--- config.mk ---
export PLATFORM = sky130hd
export DESIGN_NAME = odd_parity_serial_tx_flat
export DESIGN_NICKNAME = d
export VERILOG_FILES = /design/src/rtl/odd_parity_serial_tx_if.sv /design/src/rtl/odd_parity_serial_tx.sv /design/src/flat_wrapper.sv
export SDC_FILE = /design/constraint.sdc
export NUM_CORES = 1
export LEC_CHECK = 0
export CAP_MARGIN = 20
export CORE_MARGIN = 3
export CORE_UTILIZATION = 35
export CTS_BUF_LIST = sky130_fd_sc_hd__clkbuf_8 sky130_fd_sc_hd__clkbuf_16
export CTS_CLUSTER_SIZE = 16
export DETAILED_ROUTE_END_ITERATION = 10
export GPL_TIMING_DRIVEN = 0
export RECOVER_POWER = 100
export REMOVE_ABC_BUFFERS = 1
export SYNTH_ARGS = -nofsm -noshare
export SYNTH_HDL_FRONTEND = slang
export SYNTH_SLANG_ARGS = --single-unit
--- constraint.sdc ---
create_clock -name clk -period 3.2 [get_ports clk]
set_input_delay 0.48 -clock clk [delete_from_list [all_inputs] [get_ports clk]]
set_output_delay 0.48 -clock clk [all_outputs]
set_load 0.03 [all_outputs]
--- src/rtl/odd_parity_serial_tx_if.sv ---
// Word handshake and serial-side status bundle for the odd-parity transmitter.
// master = upstream word source, slave = transmitter.
interface odd_parity_serial_tx_if #(
  parameter int DATA_W = 4
);
  logic              in_valid;
  logic [DATA_W-1:0] in_data;
  logic              in_ready;
  logic              tx;
  logic              busy;
  logic              parity;
  logic              done;

  modport master (
    output in_valid, in_data,
    input  in_ready, tx, busy, parity, done
  );

  modport slave (
    input  in_valid, in_data,
    output in_ready, tx, busy, parity, done
  );
endinterface

--- src/rtl/odd_parity_serial_tx.sv ---
// Framed serial transmitter: start, DATA_W bits LSB first, odd parity, stop.
// Optional macro ODD_PARITY_TX_FORCE_ERR_EN adds force_err to invert the parity bit.
module odd_parity_serial_tx #(
  parameter int DATA_W   = 4,
  parameter int BAUD_DIV = 4
) (
  input  logic clk,
  input  logic rst_n,
`ifdef ODD_PARITY_TX_FORCE_ERR_EN
  input  logic force_err,
`endif
  odd_parity_serial_tx_if.slave bus
);

  localparam int CNT_W = (BAUD_DIV > 1) ? $clog2(BAUD_DIV) : 1;
  localparam int IDX_W = (DATA_W > 1) ? $clog2(DATA_W) : 1;
  localparam logic [CNT_W-1:0] CNT_LAST = CNT_W'(BAUD_DIV - 1);
  localparam logic [IDX_W-1:0] IDX_LAST = IDX_W'(DATA_W - 1);

  typedef enum logic [2:0] {
    S_IDLE,
    S_START,
    S_DATA,
    S_PARITY,
    S_STOP
  } state_t;

  state_t            r_state;
  logic [CNT_W-1:0]  r_baud;
  logic [IDX_W-1:0]  r_idx;
  logic [DATA_W-1:0] r_shift;
  logic              r_parity;
  logic              r_tx;
  logic              r_busy;
  logic              r_done;

  state_t            w_state_next;
  logic [CNT_W-1:0]  w_baud_next;
  logic [IDX_W-1:0]  w_idx_next;
  logic [DATA_W-1:0] w_shift_next;
  logic              w_parity_next;
  logic              w_tx_next;
  logic              w_busy_next;
  logic              w_done_next;
  logic              w_accept;
  logic              w_wrap;
  logic              w_new_parity;

  assign w_accept = ~r_busy & bus.in_valid;
  assign w_wrap   = (r_baud == CNT_LAST);

`ifdef ODD_PARITY_TX_FORCE_ERR_EN
  assign w_new_parity = (~^bus.in_data) ^ force_err;
`else
  assign w_new_parity = ~^bus.in_data;
`endif

  always_ff @(posedge clk) begin
    if (!rst_n) begin
      r_state  <= S_IDLE;
      r_baud   <= '0;
      r_idx    <= '0;
      r_shift  <= '0;
      r_parity <= 1'b0;
      r_tx     <= 1'b1;
      r_busy   <= 1'b0;
      r_done   <= 1'b0;
    end else begin
      r_state  <= w_state_next;
      r_baud   <= w_baud_next;
      r_idx    <= w_idx_next;
      r_shift  <= w_shift_next;
      r_parity <= w_parity_next;
      r_tx     <= w_tx_next;
      r_busy   <= w_busy_next;
      r_done   <= w_done_next;
    end
  end

  always_comb begin
    w_state_next  = r_state;
    w_baud_next   = w_wrap ? '0 : r_baud + 1'b1;
    w_idx_next    = r_idx;
    w_shift_next  = r_shift;
    w_parity_next = r_parity;
    case (r_state)
      S_IDLE: begin
        w_baud_next = '0;
        if (w_accept) begin
          w_state_next  = S_START;
          w_shift_next  = bus.in_data;
          w_parity_next = w_new_parity;
          w_idx_next    = '0;
        end
      end
      S_START: begin
        if (w_wrap) w_state_next = S_DATA;
      end
      S_DATA: begin
        // shift register LSB is always the bit currently on the line
        if (w_wrap) begin
          if (r_idx == IDX_LAST) begin
            w_state_next = S_PARITY;
          end else begin
            w_idx_next   = r_idx + 1'b1;
            w_shift_next = r_shift >> 1;
          end
        end
      end
      S_PARITY: begin
        if (w_wrap) w_state_next = S_STOP;
      end
      S_STOP: begin
        if (w_wrap) w_state_next = S_IDLE;
      end
      default: begin
        w_state_next = S_IDLE;
      end
    endcase
  end

  // Outputs are registered, so they are decoded from the upcoming state.
  always_comb begin
    w_tx_next   = 1'b1;
    w_busy_next = (w_state_next != S_IDLE);
    w_done_next = (r_state == S_STOP) && w_wrap;
    case (w_state_next)
      S_START:  w_tx_next = 1'b0;
      S_DATA:   w_tx_next = w_shift_next[0];
      S_PARITY: w_tx_next = w_parity_next;
      default:  w_tx_next = 1'b1;
    endcase
  end

  assign bus.tx       = r_tx;
  assign bus.busy     = r_busy;
  assign bus.in_ready = ~r_busy;
  assign bus.parity   = r_parity;
  assign bus.done     = r_done;

endmodule

--- src/flat_wrapper.sv ---
// flat-port wrapper written by rule: the top's interface ports become plain ports
module odd_parity_serial_tx_flat 
#(
  parameter int DATA_W   = 4,
  parameter int BAUD_DIV = 4
)
  (clk, rst_n, bus_in_valid, bus_in_data, bus_in_ready, bus_tx, bus_busy, bus_parity, bus_done);
  odd_parity_serial_tx_if #(.DATA_W(DATA_W)) bus_i ();
  input  logic clk;
  input  logic rst_n;
  input wire logic [$bits(bus_i.in_valid)-1:0] bus_in_valid;
  input wire logic [$bits(bus_i.in_data)-1:0] bus_in_data;
  output wire logic [$bits(bus_i.in_ready)-1:0] bus_in_ready;
  output wire logic [$bits(bus_i.tx)-1:0] bus_tx;
  output wire logic [$bits(bus_i.busy)-1:0] bus_busy;
  output wire logic [$bits(bus_i.parity)-1:0] bus_parity;
  output wire logic [$bits(bus_i.done)-1:0] bus_done;
  assign bus_i.in_valid = bus_in_valid;
  assign bus_i.in_data = bus_in_data;
  assign bus_in_ready = bus_i.in_ready;
  assign bus_tx = bus_i.tx;
  assign bus_busy = bus_i.busy;
  assign bus_parity = bus_i.parity;
  assign bus_done = bus_i.done;
  odd_parity_serial_tx #(.DATA_W(DATA_W), .BAUD_DIV(BAUD_DIV)) u_core (.clk(clk), .rst_n(rst_n), .bus(bus_i));
endmodule
==> impl_metrics.ini, run 1 <==
[routing]
wl_per_cell_um = 11.9
num_vias = 575
wirelength_mm = 1.35
viasPerCell = 5.04
drt_iter0_markers = 15
drc = 0
firstDrtPassIters = 4
postRouteAntennaNets = 0

[sta]
finalSetupViolCount = 0
rsz0062_at_grt = no
finalCritPeriodShare = 0.625
slew_headroom = 0.642
worst_pin_slew_ns = 0.537
hold_violations = 0
period_minus_slack_ns = 2.00
fin_skew_ns = 0.00140
report.final.slew_viol_count = 0
fin_tns_setup_ns = 0
max_freq_mhz = 500

[global_route]
track_usage = 0.118
grt_pass1_wl_mm = 2.30
grt_pass1_vias = 531
grt_remaining_overflow = 0
antenna_found_initial = 0
grt_max_degree = 11

[worst_setup_path]
max_stage_delay_ns = 0.52
crit_fanout = 7
crit_path_cell_trace = dlygate4sd3_1 -> nor2b_1 -> and2_0 -> a221o_1 -> o32a_1
critPathArrivalTime_ns = 2.13
critPathLaunchType = input port
slowest_stage = dlygate4sd3_1
critPathRequiredTime_ns = 3.33
critical_path_class = in2reg
crit_path_end_kind = flop

[synthesis]
netlist_top_cells_area = dfxtp_1 (42%), ha_1 (5.2%), a21oi_1 (4.9%)
synth_top_cell_by_area = dfxtp_1
syn_area_um2 = 722
synth_enable_flop_cells = 0
async_flop_share = 0
yosysTopAreaCellShare = 0.416
yosys_warnings = 0
ys_seq_area_frac = 0.416
ys_ff_latch = 15
syn_inst = 75
synthFlopType = dfxtp_1
synth_area_per_cell_um2 = 9.63
ys_types = 32

[cts]
worstSkewPairLatency_ns = 0.24
ctsHoldBuffers = 0
cts.reportedPaths.clkPinSlew_ns = 0.06
root_buffer = clkbuf_8
post_cts_resized = 0
cts_tree = built
cts.sinks = 15
ctsHtreeMaxLevel = 1
clockBufferDepth = 2
post_cts_buffers = 0
cts_made_buffers = 3

[cells_and_area]
drive_above_1_share = 0.0787
fin_nets = 100
fin_util = 0.484
diodes = 0
area_growth_pct = 23.2

[placement]
dp_hpwl_mm = 1.06
gp_congestion = 0.782
port_buffers = 11

[floorplan]
start_util = 0.393
row_count = 15
die_w_um = 51.4
fp.dieH_um = 51.4
die_area_mm2 = 0.00264
core_area_mm2 = 0.00184
num_io_pins = 12

[flow_run]
drv_cap = 0

[pwr]
powerDensity_mw_per_mm2 = 468
max-vdd-ir-drop_mv = 0.301
leakage_uw = 0.000333

[worst_hold_path]
min_path_type = reg2reg

[run_status]
status = finished clean
==> Yosys cell counts, types with 2 or more instances <==
library cell  number
dfxtp_1           15
a21oi_1            7
and2_1             2
ha_1               3
xnor2_1            4
nand2_1            7
inv_1              4
a221o_1            2
nor2_1             6
a22oi_1            3
==> kinds of logic after synthesis <==
group	Yosys count	synth area share
AO/OA/AOI/OAI	18	0.192
XOR/XNOR	4	0.0485
adder cells (fa/ha/maj)	3	0.0520
buffers and inverters	6	0.0329
flip-flops	15	0.416
multiplexers	1	0.0139
AND/OR/NAND/NOR	28	0.244
==> metal layers <==
metal,GRT usage,vias up,part of all wire
met5,0,-,0
met4,0.0262,0,0.0081
met3,0.0554,2,0.059
li1,-,297,-
met1,0.155,266,0.48
met2,0.174,10,0.45
==> power by group <==
part | internal, uW | switching [uW]
clock | 84.8 | 62.5
combinational | 30.0 | 35.3
sequential | 197 | 7.10
total | 311 | 105
==> worst paths after layout <==
path,startpoint,endpoint,slack (ns),depth (start not counted)
worst max-delay path,bus_in_valid,u_core.bus.tx,1.20,5
worst min-delay path,u_core.r_shift[1],u_core.r_shift[1],0.46,2
worst max register to register,u_core.r_baud[0],u_core.bus.tx,1.47,5
worst min register to register,u_core.r_shift[1],u_core.r_shift[1],0.46,2
==> layout make-up <==
class / count / area [um^2]
fillers: 193 / 950
inverters: 5 / 18.8
well taps: 25 / 31.3
multi-input cells: 54 / 384
clock inverters: 1 / 3.75
clock buffers: 3 / 41.3
repair buffers: 11 / 110
flip-flops and latches: 15 / 300
==> cells in the final DEF (no fill, tap or decap) <==
master,instances
inv_1,5
or2b_1,1
a211oi_1,1
and3_2,1
and2_2,1
and2_0,3
nor4b_1,1
a21oi_1,7
a221o_1,2
a22oi_1,4
and4bb_4,1
o21a_1,1
dfxtp_1,15
clkdlybuf4s50_1,4
clkinv_1,1
a211o_1,1
dlygate4sd3_1,7
nand2_1,7
o32a_1,1
or4b_1,1
nand2b_1,1
nor3_4,1
nor2b_1,1
nand3b_1,1
nor2_1,6
clkbuf_8,3
o22ai_1,1
mux2i_1,1
xnor2_1,4
nand4b_1,1
ha_1,3
nor4_1,1
==> registers in the layout, summed over array words and instances (netlist names) <==
| name | flops |
|---|---|
| u_core.r_idx | 2 |
| u_core.bus.parity | 1 |
| u_core.bus.busy | 1 |
| u_core.bus.tx | 1 |
| u_core.r_baud | 2 |
| u_core.r_state | 3 |
| u_core.bus.done | 1 |
| u_core.r_shift | 4 |
==> metrics by stage <==
| step | std cells | power, uW | hold slack (ns) | setup slack, ns | cell area, um^2 |
|---|---|---|---|---|---|
| after floorplan | 74 | 252 | 0.432 | 1.54 | 717 |
| after global placement | 110 | 278 | 0.443 | 1.05 | 858 |
| after detailed placement | 110 | 279 | 0.451 | 1.04 | 858 |
| after CTS | 114 | 425 | 0.459 | 1.30 | 903 |
| after global routing | 114 | 438 | 0.489 | 1.10 | 890 |
| final | 114 | 416 | 0.455 | 1.20 | 890 |
==> worst max-delay path, delay by kind of cell <==
family,cells,cell delay [ns]
AND/OR/NAND/NOR,2,0.43
AO/OA/AOI/OAI,2,0.70
buffers and inverters,1,0.52
Note: power is estimated with default switching activity, not from simulation.
==> inputs of run 2 (changes only) <==
==> constraint.sdc (replaced) <==
create_clock -name clk -period 1.85 [get_ports clk]
set_input_delay 0.2775 -clock clk [delete_from_list [all_inputs] [get_ports clk]]
set_output_delay 0.2775 -clock clk [all_outputs]
set_load 0.03 [all_outputs]
==> run 2 against run 1 <==
First-iteration DRC count unchanged. Via count is 0.52% lower. Worst setup slack worse by 1.1 ns. Die area unchanged. Final cell count stayed put. Clock power rose by 74%. Critical path type unchanged. Largest cell class unchanged.
==> impl_metrics.ini, run 2 (same netlist as run 1, synthesis figures left out) <==
[placement]
dp_hpwl_mm = 1.06
gp_congestion = 0.782
placed_area_um2 = 858
port_buffers = 11

[cts]
post_cts_buffers = 0
cts.reportedPaths.clkPinSlew_ns = 0.06
ctsHoldBuffers = 0
clockBufferDepth = 2
cts_made_buffers = 3
worstSkewPairLatency_ns = 0.24
cts.sinks = 15
ctsHtreeMaxLevel = 1
root_buffer = clkbuf_8
cts_tree = built
post_cts_resized = 0

[cells_and_area]
final_common_cell = dfxtp_1
layout_common_cells = dfxtp_1 (15), nand2_1 (7), a21oi_1 (7)
reg_top3 = u_core.r_shift: 4 flops, u_core.r_state: 3 flops
postLayoutCellArea_um2 = 891
diodes = 0
drive_above_1_share = 0.0787
area_growth_pct = 23.4
fin_nets = 100
largest_reg_flops = 4
nFillCells = 193
top_register = u_core.r_shift

[global_route]
grt_max_degree = 11
grt_pass1_vias = 531
track_usage = 0.118
grt_remaining_overflow = 0
antenna_found_initial = 0
grt_pass1_wl_mm = 2.30

[floorplan]
fp.dieH_um = 51.4
die_w_um = 51.4
num_io_pins = 12
core_area_mm2 = 0.00184
start_util = 0.393
row_count = 15
die_area_mm2 = 0.00264

[routing]
postRouteAntennaNets = 0
viasPerCell = 5.02
drt_iter0_markers = 15
drc = 0
wl_per_cell_um = 11.9
firstDrtPassIters = 4
wirelength_mm = 1.35
num_vias = 572

[worst_hold_path]
min_to = u_core.r_shift[1]
hold_depth = 2
hold_start = u_core.r_shift[1]
min_path_type = reg2reg

[sta]
rsz0062_at_grt = no
hold_violations = 0
period_minus_slack_ns = 1.71
finalCritPeriodShare = 0.925
fin_skew_ns = 0.000520
max_freq_mhz = 584
worst_pin_slew_ns = 0.366
finalSetupViolCount = 0
report.final.slew_viol_count = 0
slew_headroom = 0.756

[run_status]
status = finished clean

[pwr]
p_switching_uw = 184
leakage_uw = 0.000335
max-vdd-ir-drop_mv = 0.521
powerDensity_mw_per_mm2 = 813
p_sw_frac = 0.253
p_total_uw = 724
power_frac_clock = 0.354
pwr-share-seq = 0.487
p_int_uw = 541
combPwrFrac = 0.160

[flow_run]
drv_cap = 0

[worst_setup_path]
critical_path_class = in2reg
crit_start = rst_n
crit_fanout = 10
r2r_setup_slack_ns = 0.17
critPathArrivalTime_ns = 1.84
reg2regPathDepth = 5
crit_path_end_kind = flop
reg2reg_to = u_core.bus.tx
r2r-start = u_core.r_baud[0]
critPathRequiredTime_ns = 1.98
critPathLaunchType = input port
==> run 2: changes by cell type in the layout (fill, tap and decap cells not counted), sizes merged <==
cell | previous run | this run
clkdlybuf4s50 | 4 | 6
dlygate4sd3 | 7 | 5
==> run 2: cell type report <==
| type | instances | area (um^2) | area share |
|---|---|---|---|
| clock buffers | 3 | 41.3 | 0.0463 |
| repair buffers | 11 | 110 | 0.124 |
| clock inverters | 1 | 3.75 | 0.00421 |
| inverters | 5 | 18.8 | 0.0211 |
| flip-flops and latches | 15 | 300 | 0.337 |
| well taps | 25 | 31.3 | 0.0351 |
| multi-input cells | 54 | 385 | 0.433 |
==> run 2: worst max path at each step <==
stage | endpoint | slack (ns)
2_1_floorplan | u_core.bus.tx | 0.19
3_3_place_gp | u_core.bus.tx | -0.10
3_5_place_dp | u_core.bus.tx | -0.10
4_1_cts | u_core.bus.tx | 0.15
5_1_grt | u_core.bus.tx | 0.05
6_report | u_core.bus.tx | 0.14
==> run 2: routing by layer <==
layer	up-vias	GRT usage	part of all wire
met5	-	0	0
met1	261	0.155	0.51
li1	300	-	-
met2	9	0.174	0.43
met4	0	0.0262	0.0044
met3	2	0.0554	0.054
==> run 2: critical path, cell delays in order <==
cell             delay [ns]
clkdlybuf4s50_1        0.57
clkinv_1               0.31
nor2_1                 0.22
nand2_1                0.11
o32a_1                 0.36
==> run 2: stage by stage <==
| stage | TNS [ns] | hold WS, ns | setup slack, ns | util | instances |
|---|---|---|---|---|---|
| floorplan | 0 | 0.399 | 0.187 | - | 74 |
| finish | 0 | 0.457 | 0.138 | 0.484 | 114 |
| global route | 0 | 0.489 | 0.0477 | 0.484 | 114 |
| CTS | 0 | 0.459 | 0.153 | 0.491 | 114 |
| detailed placement | -0.174 | 0.451 | -0.103 | 0.467 | 110 |
| global placement | -0.178 | 0.443 | -0.100 | 0.467 | 110 |
==> run 2: power groups by stage <==
stage / logic, uW / clock network, uW / registers, uW
after global routing: 126 / 279 / 355
after floorplan: 65.8 / 0 / 370
after global placement: 123 / 0 / 359
after detailed placement: 123 / 0 / 360
after CTS: 123 / 259 / 353
final: 116 / 256 / 352
